File: src/rtl/threshold_stage.sv
// Two-stage RGB pixel-pair binariser with output-side frame bookkeeping
// (position, white-pixel count, frame completion and malformed-frame flag).
module threshold_stage #(
  parameter int IMAGE_WIDTH  = 768,
  parameter int IMAGE_HEIGHT = 512,
  parameter int THRESHOLD    = 90,
  parameter int INVERT       = 0
) (
  input  logic        clk,
  input  logic        reset,
  input  logic        vsync_in,
  input  logic        hsync_in,
  input  logic [7:0]  red_even_in,
  input  logic [7:0]  green_even_in,
  input  logic [7:0]  blue_even_in,
  input  logic [7:0]  red_odd_in,
  input  logic [7:0]  green_odd_in,
  input  logic [7:0]  blue_odd_in,
  output logic [7:0]  red_even_out,
  output logic [7:0]  green_even_out,
  output logic [7:0]  blue_even_out,
  output logic [7:0]  red_odd_out,
  output logic [7:0]  green_odd_out,
  output logic [7:0]  blue_odd_out,
  output logic        out_valid,
  output logic        vsync_out,
  output logic        frame_done,
  output logic [18:0] white_count,
  output logic [9:0]  row_out,
  output logic [10:0] col_out,
  output logic        frame_error
);

  localparam int unsigned PAIRS = IMAGE_WIDTH * IMAGE_HEIGHT / 2;
  localparam int unsigned CNT_W = (PAIRS > 1) ? $clog2(PAIRS) : 1;
  localparam logic [CNT_W-1:0] LAST_PAIR = CNT_W'(PAIRS - 1);
  localparam logic [9:0]  THRESH3    = 10'(3 * THRESHOLD);
  localparam logic [10:0] LAST_COL   = 11'(IMAGE_WIDTH - 2);
  localparam logic        INVERT_BIT = (INVERT != 0);

  localparam logic [1:0] IDLE   = 2'd0;
  localparam logic [1:0] ACTIVE = 2'd1;
  localparam logic [1:0] DONE   = 2'd2;

  logic [9:0]       sum_even_d, sum_even_q, sum_odd_d, sum_odd_q;
  logic             valid1_q, vsync1_q, vsync2_q;
  logic             pix_even_d, pix_even_q, pix_odd_d, pix_odd_q;
  logic             out_valid_q;
  logic             white_even, white_odd, vsync_rise;
  logic [1:0]       n_white;
  logic [1:0]       state_d, state_q;
  logic [CNT_W-1:0] cnt_d, cnt_q;
  logic [9:0]       row_d, row_q, row_out_d, row_out_q;
  logic [10:0]      col_d, col_q, col_out_d, col_out_q;
  logic [18:0]      white_d, white_q;
  logic             done_d, done_q, err_d, err_q;

  always_comb begin
    sum_even_d = {2'b00, red_even_in} + {2'b00, green_even_in} + {2'b00, blue_even_in};
    sum_odd_d  = {2'b00, red_odd_in}  + {2'b00, green_odd_in}  + {2'b00, blue_odd_in};
    white_even = (sum_even_q > THRESH3) ^ INVERT_BIT;
    white_odd  = (sum_odd_q  > THRESH3) ^ INVERT_BIT;
    pix_even_d = valid1_q ? white_even : pix_even_q;
    pix_odd_d  = valid1_q ? white_odd  : pix_odd_q;
    n_white    = {1'b0, white_even} + {1'b0, white_odd};
  end

  // The rise is taken between vsync stage 1 and stage 2 so the clear lands in
  // the same cycle vsync_out rises, ahead of any pair sharing that input cycle.
  assign vsync_rise = vsync1_q & ~vsync2_q;

  always_comb begin
    state_d   = state_q;
    cnt_d     = cnt_q;
    row_d     = row_q;
    col_d     = col_q;
    white_d   = white_q;
    err_d     = err_q;
    done_d    = 1'b0;
    row_out_d = row_out_q;
    col_out_d = col_out_q;
    if (vsync_rise) begin
      if (state_q == ACTIVE && cnt_q != '0) err_d = 1'b1;
      cnt_d   = '0;
      row_d   = '0;
      col_d   = '0;
      white_d = '0;
      state_d = ACTIVE;
    end
    if (valid1_q) begin
      if (state_d == ACTIVE) begin
        row_out_d = row_d;
        col_out_d = col_d;
        white_d   = white_d + {17'd0, n_white};
        if (col_d == LAST_COL) begin
          col_d = '0;
          row_d = row_d + 10'd1;
        end else begin
          col_d = col_d + 11'd2;
        end
        if (cnt_d == LAST_PAIR) begin
          done_d  = 1'b1;
          state_d = DONE;
        end
        cnt_d = cnt_d + 1'b1;
      end else begin
        err_d = 1'b1;
      end
    end
  end

  always_ff @(posedge clk or negedge reset) begin
    if (!reset) begin
      sum_even_q  <= '0;
      sum_odd_q   <= '0;
      valid1_q    <= 1'b0;
      vsync1_q    <= 1'b0;
      vsync2_q    <= 1'b0;
      pix_even_q  <= 1'b0;
      pix_odd_q   <= 1'b0;
      out_valid_q <= 1'b0;
      state_q     <= IDLE;
      cnt_q       <= '0;
      row_q       <= '0;
      col_q       <= '0;
      white_q     <= '0;
      err_q       <= 1'b0;
      done_q      <= 1'b0;
      row_out_q   <= '0;
      col_out_q   <= '0;
    end else begin
      sum_even_q  <= sum_even_d;
      sum_odd_q   <= sum_odd_d;
      valid1_q    <= hsync_in;
      vsync1_q    <= vsync_in;
      vsync2_q    <= vsync1_q;
      pix_even_q  <= pix_even_d;
      pix_odd_q   <= pix_odd_d;
      out_valid_q <= valid1_q;
      state_q     <= state_d;
      cnt_q       <= cnt_d;
      row_q       <= row_d;
      col_q       <= col_d;
      white_q     <= white_d;
      err_q       <= err_d;
      done_q      <= done_d;
      row_out_q   <= row_out_d;
      col_out_q   <= col_out_d;
    end
  end

  assign red_even_out   = {8{pix_even_q}};
  assign green_even_out = {8{pix_even_q}};
  assign blue_even_out  = {8{pix_even_q}};
  assign red_odd_out    = {8{pix_odd_q}};
  assign green_odd_out  = {8{pix_odd_q}};
  assign blue_odd_out   = {8{pix_odd_q}};
  assign out_valid      = out_valid_q;
  assign vsync_out      = vsync2_q;
  assign frame_done     = done_q;
  assign white_count    = white_q;
  assign row_out        = row_out_q;
  assign col_out        = col_out_q;
  assign frame_error    = err_q;

endmodule

File: config.mk
export PLATFORM = sky130hd
export DESIGN_NAME = threshold_stage
export DESIGN_NICKNAME = d
export VERILOG_FILES = /design/src/rtl/threshold_stage.sv
export SDC_FILE = /design/constraint.sdc
export NUM_CORES = 1
export LEC_CHECK = 0
export BUFFER_PORTS_ARGS = -buffer_cell sky130_fd_sc_hd__buf_2
export CORE_MARGIN = 2
export CORE_UTILIZATION = 54
export DETAILED_ROUTE_END_ITERATION = 7
export PLACE_DENSITY = 0.81
export RECOVER_POWER = 50
export REMOVE_ABC_BUFFERS = 1
export SYNTH_ARGS = -nofsm -noshare
export SYNTH_HDL_FRONTEND = slang
export SYNTH_SLANG_ARGS = --single-unit
File: constraint.sdc
create_clock -name clk -period 3.7 [get_ports clk]
set_input_delay 0.37 -clock clk [delete_from_list [all_inputs] [get_ports clk]]
set_output_delay 0.37 -clock clk [all_outputs]
set_load 0.02 [all_outputs]
Word level (Yosys, flattened, before mapping)

Cells that the tools add are included.

Bitwise gates (word level): 2
Reduce and logical (&&, ||, !) cells: 3
Multiplexer cells: 25
Equality and inequality tests: 4
Add/subtract/negate cells: 9
Div/mod/pow operators: 0
Shift operators: 0
Order comparisons: 2
$mul: 0

Operators with widths:

| operator                | number |
|---|---|
| $mux W19                | 3 |
| $mux W18                | 3 |
| $mux W11                | 4 |
| $mux W10                | 4 |
| $add A9 B8 Y10          | 2 |
| $gt A10 B9 Y1 const B   | 2 |
| $add A19 B2 Y19         | 1 |
| $add A18 B1 Y18 const B | 1 |
| $add A8 B8 Y9           | 2 |
| $eq A18 B18 Y1 const B  | 1 |
| $reduce_bool A18 Y1     | 1 |
| $add A11 B2 Y11 const B | 1 |
| $eq A11 B10 Y1 const B  | 1 |
| $add A10 B1 Y10 const B | 1 |
| $mux W2                 | 4 |
| $mux W1                 | 7 |
| $eq A2 B1 Y1 const B    | 2 |
| $add A1 B1 Y2           | 1 |
| $reduce_and A2 Y1       | 1 |
| $and A1 B1 Y1           | 1 |
| $logic_and A1 B1 Y1     | 1 |
| $not A1 Y1              | 1 |

Input bits: 52
Output and inout port bits: 92
Memory bits (read-only): 0
Memories: 0
Latch bits: 0
Flip-flop bits (word level): 109
Logic and storage cells: 62
RAM bits: 0

Logic depth before layout (Yosys ltp)

Gate-level depths: netlist of run 1.

Word-level depth: 7
Depth in mapped cells: 11
Mapped depth without buffers: 11

Least setup slack after synthesis of run 1

Ideal clock, no wire load.

Path type: register to register
Start: register vsync2_q, in the netlist vsync_out
End: register state_q[0]
Period minus slack after synthesis: 2.831 ns
Path buffers: 2
Data arrival time: 2.689 ns
Cell stages (with the launch flop): 11
Data required time: 3.557 ns
Library setup time: 0.143 ns
Slack: 0.869 ns
Cell sequence: dfrtp_1 nand2b_1 clkbuf_1 clkbuf_1 and2_1 ha_1 nand2_1 nor4_1 and3_1 and3b_1 o21ai_0

Word-level cells in the longest chain between the ends: 7
Elaborated cells between the ends (all ways): 9
Classes of those cells: eq/ne: 2; mux: 5; bitwise: 2

Ends and longest elaborated chain:

| what                     | RTL line | text |
|---|---|---|
| start: declaration       | 46       | `logic valid1_q, vsync1_q, vsync2_q;` |
| start signal: assignment | 136      | `vsync2_q <= vsync1_q;` |
| $not A1 Y1 *             | 70       | `assign vsync_rise = vsync1_q & ~vsync2_q;` |
| $and A1 B1 Y1 *          | 70       |  |
| $mux W18                 | 82       | `if (vsync_rise) begin` |
| $eq A18 B18 Y1           | 101      | `if (cnt_d == LAST_PAIR) begin` |
| $mux W2                  | 101      |  |
| $mux W2                  | 91       | `if (state_d == ACTIVE) begin` |
| $mux W2 *                | 90       | `if (valid1_q) begin` |
| named net state_d[0]     | 51       | `logic [1:0] state_d, state_q;` |
| end signal: assignment   | 140      | `state_q <= state_d;` |
| end: declaration         | 51       |  |

Mark *: on every way through the listed nets, which the timed path passes. The rest lies on a longest branch.
A chain may end at the register's enable or synchronous reset.

Final worst setup path of run 1

Start: register vsync2_q, in the netlist vsync_out
End: register white_q[14], in the netlist white_count[14]

Word-level cells in the longest chain between the ends: 6
Elaborated cells between the ends (all ways): 8
Classes of those cells: add/sub: 1; eq/ne: 1; mux: 4; bitwise: 2

Ends and longest elaborated chain:

| what                                            | RTL line | text |
|---|---|---|
| $not A1 Y1 *                                    | 70       |  |
| $and A1 B1 Y1 *                                 | 70       |  |
| $mux W19 or $mux W2 (tied branches)             | 82       |  |
| $add A19 B2 Y19 or $eq A2 B1 Y1 (tied branches) | 94, 91   |  |
| $mux W19                                        | 91       |  |
| $mux W19 *                                      | 90       |  |
| named net white_d[14]                           | 55       | `logic [18:0] white_d, white_q;` |
| end signal: assignment                          | 144      | `white_q <= white_d;` |
| end: declaration                                | 55       |  |

Marked as above.

==> results of run 1 <==
-- cells in the final DEF (no fill, tap or decap), drive strengths merged, types with 2 or more instances in the layout --
cell type	netlist	layout
dfrtp	109	109
nand3	20	20
a22o	5	5
nor2b	3	3
and3	9	9
nand2	70	70
xor2	31	31
or3b	2	2
nand4	18	18
nor4	12	12
o21ai	28	28
or3	4	4
ha	18	18
a21oi	6	6
or4	6	6
nand2b	7	7
nor2	42	42
o31ai	2	2
mux2	8	8
and4	2	2
and2	9	9
and3b	2	2
buf	50	110
xnor2	21	21
mux2i	3	3
a21o	3	3
inv	25	26
a211oi	3	3
o21a	4	4
clkbuf	13	53
nor3	7	7
bufinv	0	2
a21boi	2	2
o211ai	2	2
fa	19	19
-- metrics by stage --
step	power (mW)	utilization, %	setup TNS [ps]	cells
5_1_grt	3.642	61.45	0	818
6_report	3.454	61.45	0	818
3_5_place_dp	2.656	59.72	0	802
4_1_cts	3.490	61.98	0	818
2_1_floorplan	2.191	-	-96.20	511
3_3_place_gp	2.620	59.72	0	802
-- how the worst min path moves through the flow --
stage                         from        end  slack, ps  cells after the start
final                     vsync_in   vsync1_q        100                      1
after global routing      vsync_in   vsync1_q         70                      1
after CTS                 vsync_in   vsync1_q         80                      1
after detailed placement  vsync1_q  vsync_out        380                      0
after global placement    vsync1_q  vsync_out        380                      0
after floorplan              reset   cnt_q[0]         70                      0
-- logic make-up after synthesis --
group,Yosys count,synth area share (%)
buffers and inverters,88,8.724
adders and majority gates,37,10.30
DFF,109,46.38
xor gates and xnor gates,52,7.745
AOI/OAI and AO/OA,61,6.532
muxes,11,2.043
and+or+nand+nor,216,18.28
-- per-layer routing --
layer | vias up | part of all wire, % | track usage, %
met3 | 18 | 6.3 | 4.280
met4 | 0 | 1.7 | 9.615
met5 | - | 0 | 0
met1 | 2162 | 41 | 25.49
li1 | 2098 | - | -
met2 | 161 | 51 | 36.70
-- registers in the layout, indices dropped and copies added (netlist names), 2 cells and up --
name and count:
sum_odd_q 10, row_out 10, row_q 10, sum_even_q 10, cnt_q 18, white_count 19, col_q 11, state_q 2
col_out 11
-- power breakdown --
part / total [mW] / internal (mW) / switching (mW) / leakage (nW)
clock network: 0.841 / 0.440 / 0.400 / 0.123
registers: 1.44 / 1.32 / 0.120 / 1.44
logic: 1.17 / 0.415 / 0.754 / 1.56
-- area by class of cell --
class | instances | area (um2)
clock buffer | 12 | 165.2
multi-input combinational | 377 | 2643
timing repair buffer | 151 | 720.7
sequential | 109 | 2728
fill | 961 | 4143
clock inverter | 4 | 77.57
tap | 140 | 175.2
inverter | 25 | 93.84
-- worst max-delay path, cell delays in order (launching register included) --
cell,delay [ps]
dfrtp_1,380
nand2b_1,500
and2_1,250
fa_1,240
ha_1,220
nand4b_1,120
nor4_1,590
nand3_1,180
xor2_1,180
nor2_1,150
==> metrics.json, run 1 <==
{
  "run_status": {"value": "complete, but fails checks"},
  "failed_checks": {"value": "max-capacitance violations, max-slew violations"},
  "final_design_area_no_fill": {"value": 0.006603, "unit": "mm2"},
  "worst_clock_skew": {"value": 12.15, "unit": "ps"},
  "core-area": {"value": 0.01075, "unit": "mm2"},
  "top_ports": {"value": 144},
  "post_synth_inst_count": {"value": 574},
  "post-route-period-util": {"value": 78.31, "unit": "%"},
  "rr_worst_depth": {"value": 9},
  "peakVddDrop": {"value": 0.4123, "unit": "mV"},
  "avg_cell_area_syn": {"value": 10.25, "unit": "um2"},
  "synth_enable_flop_cells": {"value": 0},
  "synth.cell_area": {"value": 0.005881, "unit": "mm2"},
  "setup.worst_path.end": {"value": "white_count[14]"},
  "grt_pass1_vias": {"value": 4294},
  "largest_net_degree_at_the_start_of_global_routing": {"value": 88},
  "grt.total_usage": {"value": 21.19, "unit": "%"},
  "netlist.area_leader.share": {"value": 46.38, "unit": "%"},
  "setup.worst_path.start": {"value": "vsync_out"},
  "global_route.overflow_total": {"value": 0},
  "final_critical_path_setup_slack": {"value": 802.4, "unit": "ps"},
  "relSlewSlack": {"value": -38.35, "unit": "%"},
  "leakage": {"value": 3.119, "unit": "nW"},
  "yosys-top-cells-area": {"value": "dfrtp_1, fa_1, buf_4"},
  "cts_post_setup_buffers_inserted": {"value": 0},
  "area_growth_syn_to_layout": {"value": 12.28, "unit": "%"},
  "timing.critical_path.fanout_max": {"value": 16},
  "final.min_clock_period": {"value": 2898, "unit": "ps"},
  "first_pass_grt_wire_length": {"value": 19.38, "unit": "mm"},
  "place_area": {"value": 0.006417, "unit": "mm2"},
  "die_footprint": {"value": 0.01174, "unit": "mm2"},
  "min_path_type": {"value": "in -> reg"},
  "initial_utilization": {"value": 54.73, "unit": "%"},
  "ys.flop_type": {"value": "dfrtp_1"},
  "timing.final.setup_violations": {"value": 0},
  "hold_buffers": {"value": 0},
  "yosys_register_bits": {"value": 109},
  "powerDensity": {"value": 523.1, "unit": "mW/mm2"},
  "arrival": {"value": 3200, "unit": "ps"},
  "most_frequent_cell_after_synthesis": {"value": "dfrtp_1"},
  "dr_total_vias": {"value": 4439},
  "rrSetupSlack": {"value": 800, "unit": "ps"},
  "synth_top_area_cell": {"value": "dfrtp_1"},
  "die_width": {"value": 108.4, "unit": "um"},
  "post-dp-hpwl": {"value": 9.108, "unit": "mm"},
  "clk_pin_slew": {"value": 100, "unit": "ps"},
  "clk_root_buffer_cell": {"value": "clkbuf_8"},
  "slew_violations": {"value": 88},
  "portBuffers": {"value": 143},
  "synth.yosys.seq_area_share": {"value": 46.38, "unit": "%"},
  "worst_skew_pair.late_latency": {"value": 380, "unit": "ps"},
  "cts.sinks": {"value": 109},
  "cts_max_path_buffers": {"value": 2},
  "post_cts.resized_instances": {"value": 0},
  "vias_per_cell": {"value": 5.427},
  "firstDrtPassIters": {"value": 4},
  "floorplan.die.height": {"value": 108.4, "unit": "um"},
  "h-tree-depth": {"value": 3},
  "core.rowCount": {"value": 38},
  "route.antenna.remaining_nets": {"value": 0},
  "insertedDiodeCount": {"value": 0},
  "cts_tree": {"value": "built"},
  "finalHoldViolCount": {"value": 0},
  "remaining_design_rule_violation_count": {"value": 0},
  "maxCapViolations": {"value": 1},
  "synthesis.yosys.warnings": {"value": 0},
  "max_freq": {"value": 345.1, "unit": "MHz"},
  "layout-drive-gt1-share": {"value": 20.50, "unit": "%"},
  "place_congestion": {"value": 0.8917},
  "holdWs": {"value": 98.12, "unit": "ps"},
  "reg2reg_to": {"value": "white_count[14]"},
  "nets": {"value": 762},
  "worst-endpoint-required": {"value": 4000, "unit": "ps"},
  "async_set_or_reset_register_ratio_after_synthesis": {"value": 100.0, "unit": "%"},
  "timing.critical_path.to_type": {"value": "flip-flop"},
  "initial_antenna_violation_count": {"value": 0},
  "critical_path.reg2reg.startpoint": {"value": "vsync_out"},
  "critical_path.startpoint_type": {"value": "flip-flop"},
  "synth_top_cells_by_count": {"value": "dfrtp_1, nand2_1, buf_4"},
  "dp_slack": {"value": 885.6, "unit": "ps"},
  "rsz0062_at_grt": {"value": "false"},
  "drt_wl_total": {"value": 12.25, "unit": "mm"},
  "cts_made_buffers": {"value": 9},
  "critPathKind": {"value": "reg -> reg"},
  "detailedRoute.firstIterationViolations": {"value": 205},
  "tightest_slew": {"value": 2075, "unit": "ps"},
  "ys_types": {"value": 47},
  "wl_per_cell": {"value": 14.98, "unit": "um"}
}
Power figures use the tool's default switching activity.
==> run 2: changes to the inputs <==
==> constraint.sdc (replaced) <==
create_clock -name clk -period 2.85 [get_ports clk]
set_input_delay 0.285 -clock clk [delete_from_list [all_inputs] [get_ports clk]]
set_output_delay 0.285 -clock clk [all_outputs]
set_load 0.02 [all_outputs]
==> metrics.json, run 2 (same netlist as run 1, synthesis figures left out) <==
{
  "arrival": {"value": 2850, "unit": "ps"},
  "rsz0062_at_grt": {"value": "false"},
  "min_from": {"value": "vsync_in"},
  "initial_utilization": {"value": 54.73, "unit": "%"},
  "cts.sinks": {"value": 109},
  "tightest_slew": {"value": 1271, "unit": "ps"},
  "nets": {"value": 768},
  "cts_max_path_buffers": {"value": 2},
  "post_cts.resized_instances": {"value": 0},
  "largest_net_degree_at_the_start_of_global_routing": {"value": 58},
  "first_pass_grt_wire_length": {"value": 20.42, "unit": "mm"},
  "relSlewSlack": {"value": 15.28, "unit": "%"},
  "met2_wirelength_from_detailed_routing": {"value": 6.371, "unit": "mm"},
  "insertedDiodeCount": {"value": 0},
  "core.rowCount": {"value": 38},
  "finalHoldViolCount": {"value": 0},
  "run_status": {"value": "finished, final reports clean"},
  "detailedRoute.firstIterationViolations": {"value": 296},
  "h-tree-depth": {"value": 3},
  "path_cells": {"value": "nand2b_1 -> and2_1 -> fa_1 -> ha_1 -> nand4b_1 -> nor4_1 -> nand3_1 -> xor2_1 -> nor2_1"},
  "crit_path_top_delay_cell": {"value": "nor4_1"},
  "dr_total_vias": {"value": 4478},
  "worst_path_largest_cell_delay": {"value": 620, "unit": "ps"},
  "timing.critical_path.to_type": {"value": "flip-flop"},
  "critPathKind": {"value": "reg -> reg"},
  "setup.worst_path.start": {"value": "vsync_out"},
  "maxUsedRoutingLayer": {"value": "met4"},
  "critical_path.reg2reg.startpoint": {"value": "vsync_out"},
  "grt.total_usage": {"value": 21.97, "unit": "%"},
  "length_of_routed_met3_wiring": {"value": 729, "unit": "um"},
  "max_freq": {"value": 385.3, "unit": "MHz"},
  "layout-drive-gt1-share": {"value": 20.18, "unit": "%"},
  "timing.critical_path.fanout_max": {"value": 5},
  "clk_pin_slew": {"value": 100, "unit": "ps"},
  "fin_util": {"value": 61.99, "unit": "%"},
  "worst_clock_skew": {"value": 11.93, "unit": "ps"},
  "portBuffers": {"value": 143},
  "drt_wl_total": {"value": 12.29, "unit": "mm"},
  "area_growth_syn_to_layout": {"value": 13.28, "unit": "%"},
  "die_footprint": {"value": 0.01174, "unit": "mm2"},
  "grt_pass1_vias": {"value": 4437},
  "final.min_clock_period": {"value": 2596, "unit": "ps"},
  "peakVddDrop": {"value": 0.4851, "unit": "mV"},
  "largest_register_ff_count": {"value": 19},
  "die_width": {"value": 108.4, "unit": "um"},
  "holdWs": {"value": 28.12, "unit": "ps"},
  "powerDensity": {"value": 683.0, "unit": "mW/mm2"},
  "clk_root_buffer_cell": {"value": "clkbuf_8"},
  "vias_per_cell": {"value": 5.434},
  "wirelength_met1": {"value": 4.950, "unit": "mm"},
  "cts_tree": {"value": "built"},
  "cts_made_buffers": {"value": 9},
  "remaining_design_rule_violation_count": {"value": 0},
  "crit_family": {"value": "simple AND/OR/NAND/NOR gates"},
  "post-dp-hpwl": {"value": 9.128, "unit": "mm"},
  "critical_path.startpoint_type": {"value": "flip-flop"},
  "hold_buffers": {"value": 1},
  "core-area": {"value": 0.01075, "unit": "mm2"},
  "slew_violations": {"value": 0},
  "finish.cell_count_without_fillers": {"value": 824},
  "layout_common_cells": {"value": "dfrtp_1, buf_2, nand2_1, clkbuf_1, nor2_1"},
  "worst_skew_pair.late_latency": {"value": 380, "unit": "ps"},
  "fillers": {"value": 917},
  "top_ports": {"value": 144},
  "layout_commonest_cell": {"value": "dfrtp_1"},
  "min_path_type": {"value": "in -> reg"},
  "place_congestion": {"value": 0.8747},
  "initial_antenna_violation_count": {"value": 0},
  "critical_path.n_buffers_inverters": {"value": 0},
  "global_route.overflow_total": {"value": 0},
  "post-route-period-util": {"value": 91.08, "unit": "%"},
  "leakage": {"value": 3.131, "unit": "nW"},
  "worst-endpoint-required": {"value": 3100, "unit": "ps"},
  "place.detailed.instances": {"value": 806},
  "floorplan.die.height": {"value": 108.4, "unit": "um"},
  "cts_post_setup_buffers_inserted": {"value": 0},
  "route.antenna.remaining_nets": {"value": 0},
  "timing.final.setup_violations": {"value": 0},
  "firstDrtPassIters": {"value": 4},
  "wl_per_cell": {"value": 14.92, "unit": "um"},
  "maxCapViolations": {"value": 0}
}
==> run 2: cell count changes in the layout (fill, tap and decap cells not counted), sizes merged <==
cell / before / now
buf: 110 / 108
dlygate4sd3: 0 / 2
clkinvlp: 0 / 1
clkinv: 1 / 0
inv: 26 / 27
bufinv: 2 / 3
clkbuf: 53 / 57
==> run 2: where the power goes <==
group          internal, mW  switching, mW
registers              1.72          0.160
clock network         0.617          0.530
logic                 0.542          0.983
total                  2.88           1.67
==> run 2: metal layers <==
layer | vias to the layer above | track usage [%]
met5 | - | 0
met4 | 0 | 8.425
met3 | 24 | 4.461
met2 | 158 | 38.41
met1 | 2182 | 26.82
li1 | 2114 | -
==> run 2: path summary, 6_finish.rpt <==
check	to	slack [ps]	cells past startpoint
max	white_count[14]	250	9
min	vsync1_q	30	1
max reg2reg	white_count[14]	250	9
min reg2reg	vsync_out	410	0
max in group asynchronous	pix_even_q	620	3
min in group asynchronous	row_q[2]	710	2
==> run 2: cell type report <==
type | instances | area [um2] | share of cell area, %
clock buffers | 10 | 137.6 | 2.066
inverters | 25 | 93.84 | 1.409
clock inverters | 6 | 117.6 | 1.766
well taps | 140 | 175.2 | 2.630
flip-flops and latches | 109 | 2728 | 40.95
repair buffers | 157 | 767.0 | 11.51
multi-input cells | 377 | 2643 | 39.67
==> run 2: metrics by stage <==
| stage | total power, mW | area, um2 | setup WS, ps | setup TNS (ps) |
|---|---|---|---|---|
| 3_3_place_gp | 3.408 | 6460 | 436.6 | 0 |
| 6_report | 4.550 | 6661 | 254.3 | 0 |
| 3_5_place_dp | 3.452 | 6460 | 336.3 | 0 |
| 4_1_cts | 4.593 | 6725 | 276.2 | 0 |
| 2_1_floorplan | 2.796 | 5461 | -898.1 | -32450 |
| 5_1_grt | 4.807 | 6661 | 26.69 | 0 |
==> run 2: worst register-to-register path, cell delays in order, from the launching register on <==
cell and delay, ps:
dfrtp_1 390, nand2b_1 230, and2_1 190, fa_1 240, ha_1 220, nand4b_1 130, nor4_1 620, nand3_1 200
xor2_1 210, nor2_1 60
==> run 3: changes to the inputs <==
--- a/config.mk
+++ b/config.mk
@@ -6,6 +6,7 @@
 export NUM_CORES = 1
 export LEC_CHECK = 0
 export BUFFER_PORTS_ARGS = -buffer_cell sky130_fd_sc_hd__buf_2
+export CORE_ASPECT_RATIO = 0.8
 export CORE_MARGIN = 2
 export CORE_UTILIZATION = 54
 export DETAILED_ROUTE_END_ITERATION = 7
==> metrics.json, run 3 (same netlist as run 1, synthesis figures left out) <==
{
  "run_status": {"value": "complete, but fails checks"},
  "failed_checks": {"value": "max-capacitance violations, max-slew violations"},
  "area_growth_syn_to_layout": {"value": 14.06, "unit": "%"},
  "top_ports": {"value": 144},
  "cts_made_buffers": {"value": 9},
  "timing.critical_path.fanout_max": {"value": 12},
  "portBuffers": {"value": 143},
  "first_pass_grt_wire_length": {"value": 20.09, "unit": "mm"},
  "slew_violations": {"value": 85},
  "min_path_type": {"value": "in -> reg"},
  "remaining_design_rule_violation_count": {"value": 0},
  "vias_per_cell": {"value": 5.300},
  "peakVddDrop": {"value": 0.4595, "unit": "mV"},
  "post-dp-hpwl": {"value": 9.014, "unit": "mm"},
  "crit_family": {"value": "simple AND/OR/NAND/NOR gates"},
  "dr_total_vias": {"value": 4383},
  "core.rowCount": {"value": 34},
  "final.min_clock_period": {"value": 2469, "unit": "ps"},
  "finalHoldViolCount": {"value": 0},
  "maxCapViolations": {"value": 1},
  "clk_root_buffer_cell": {"value": "clkbuf_16"},
  "powerDensity": {"value": 694.4, "unit": "mW/mm2"},
  "dp_slack": {"value": 377.0, "unit": "ps"},
  "hold_buffers": {"value": 0},
  "post-route-period-util": {"value": 86.62, "unit": "%"},
  "seq_area": {"value": 0.002728, "unit": "mm2"},
  "largest_net_degree_at_the_start_of_global_routing": {"value": 85},
  "insertedDiodeCount": {"value": 0},
  "multi_input_area": {"value": 0.002643, "unit": "mm2"},
  "cts_max_path_buffers": {"value": 2},
  "leakage": {"value": 3.167, "unit": "nW"},
  "tightest_slew": {"value": 1985, "unit": "ps"},
  "timing.critical_path.to_type": {"value": "flip-flop"},
  "worst_path_largest_cell_delay": {"value": 430, "unit": "ps"},
  "post_cts.resized_instances": {"value": 0},
  "fin_util": {"value": 62.57, "unit": "%"},
  "fillers": {"value": 929},
  "final_critical_path_setup_slack": {"value": 381.3, "unit": "ps"},
  "final_design_area_no_fill": {"value": 0.006708, "unit": "mm2"},
  "drt_wl_total": {"value": 12.02, "unit": "mm"},
  "critical_path.n_buffers_inverters": {"value": 1},
  "initial_antenna_violation_count": {"value": 0},
  "route.antenna.remaining_nets": {"value": 0},
  "die_footprint": {"value": 0.01175, "unit": "mm2"},
  "arrival": {"value": 2680, "unit": "ps"},
  "firstDrtPassIters": {"value": 4},
  "cts_tree": {"value": "built"},
  "cts.sinks": {"value": 109},
  "worst_skew_pair.late_latency": {"value": 340, "unit": "ps"},
  "crit_path_top_delay_cell": {"value": "fa_1"},
  "detailedRoute.firstIterationViolations": {"value": 293},
  "path_cells": {"value": "nand2b_1 -> and2_1 -> fa_1 -> ha_1 -> nand4b_1 -> nor4_1 -> buf_4 -> nand3_1 -> xor2_1 -> nor2_1"},
  "cts_post_setup_buffers_inserted": {"value": 0},
  "max_freq": {"value": 405.1, "unit": "MHz"},
  "worst_clock_skew": {"value": 5.065, "unit": "ps"},
  "initial_utilization": {"value": 54.86, "unit": "%"},
  "total_power": {"value": 4.658, "unit": "mW"},
  "rsz0062_at_grt": {"value": "false"},
  "largest_register_ff_count": {"value": 19},
  "global_route.overflow_total": {"value": 0},
  "layout-drive-gt1-share": {"value": 20.79, "unit": "%"},
  "critical_path.startpoint_type": {"value": "flip-flop"},
  "die_width": {"value": 120.7, "unit": "um"},
  "h-tree-depth": {"value": 3},
  "relSlewSlack": {"value": -32.31, "unit": "%"},
  "floorplan.die.height": {"value": 97.34, "unit": "um"},
  "worst-endpoint-required": {"value": 3060, "unit": "ps"},
  "place_area": {"value": 0.006460, "unit": "mm2"},
  "core-area": {"value": 0.01072, "unit": "mm2"},
  "grt.total_usage": {"value": 21.15, "unit": "%"},
  "critPathKind": {"value": "reg -> reg"},
  "timing.final.setup_violations": {"value": 0},
  "layout_common_cells": {"value": "dfrtp_1, buf_2, nand2_1, nor2_1, clkbuf_1"},
  "grt_pass1_vias": {"value": 4394},
  "wl_per_cell": {"value": 14.53, "unit": "um"},
  "clk_pin_slew": {"value": 70, "unit": "ps"},
  "holdWs": {"value": 57.56, "unit": "ps"},
  "layout_commonest_cell": {"value": "dfrtp_1"},
  "nets": {"value": 767},
  "place_congestion": {"value": 0.8929}
}
-- run 3: final cells by class --
cell class / count / share of cell area [%]
Clock buffer: 10 / 3.563
Clock inverter: 6 / 1.026
Inverter: 25 / 1.399
Multi-Input combinational cell: 377 / 39.40
Sequential cell: 109 / 40.66
Tap cell: 144 / 2.686
Timing Repair Buffer: 156 / 11.27
-- run 3: power breakdown --
group	switching, mW	leakage (nW)	internal, mW	total (mW)
clock network	0.551	0.149	0.712	1.26
logic	0.974	1.58	0.537	1.51
registers	0.165	1.44	1.72	1.88
-- run 3: per-stage QoR --
| stage | cells | TNS, ps |
|---|---|---|
| final | 827 | 0 |
| after floorplan | 511 | -32450 |
| after CTS | 827 | 0 |
| after detailed placement | 811 | 0 |
| after global routing | 827 | 0 |
| after global placement | 811 | 0 |
-- run 3: path summary, 6_finish.rpt --
path / end / startpoint / slack, ps / depth (start not counted)
max in group asynchronous: cnt_q[14] / reset / 880 / 2
worst max register to register: white_count[14] / vsync_out / 380 / 10
worst max-delay path: white_count[14] / vsync_out / 380 / 10
worst min-delay path: vsync1_q / vsync_in / 60 / 1
min in group asynchronous: row_q[9] / reset / 500 / 1
worst min register to register: vsync_out / vsync1_q / 410 / 0
-- run 3: layer usage --
layer	GRT usage, %	wire (um)	vias up
li1	-	-	2105
met2	36.59	5923	159
met3	3.756	764	14
met5	0	0	-
met1	26.95	5145	2105
met4	6.887	182	0
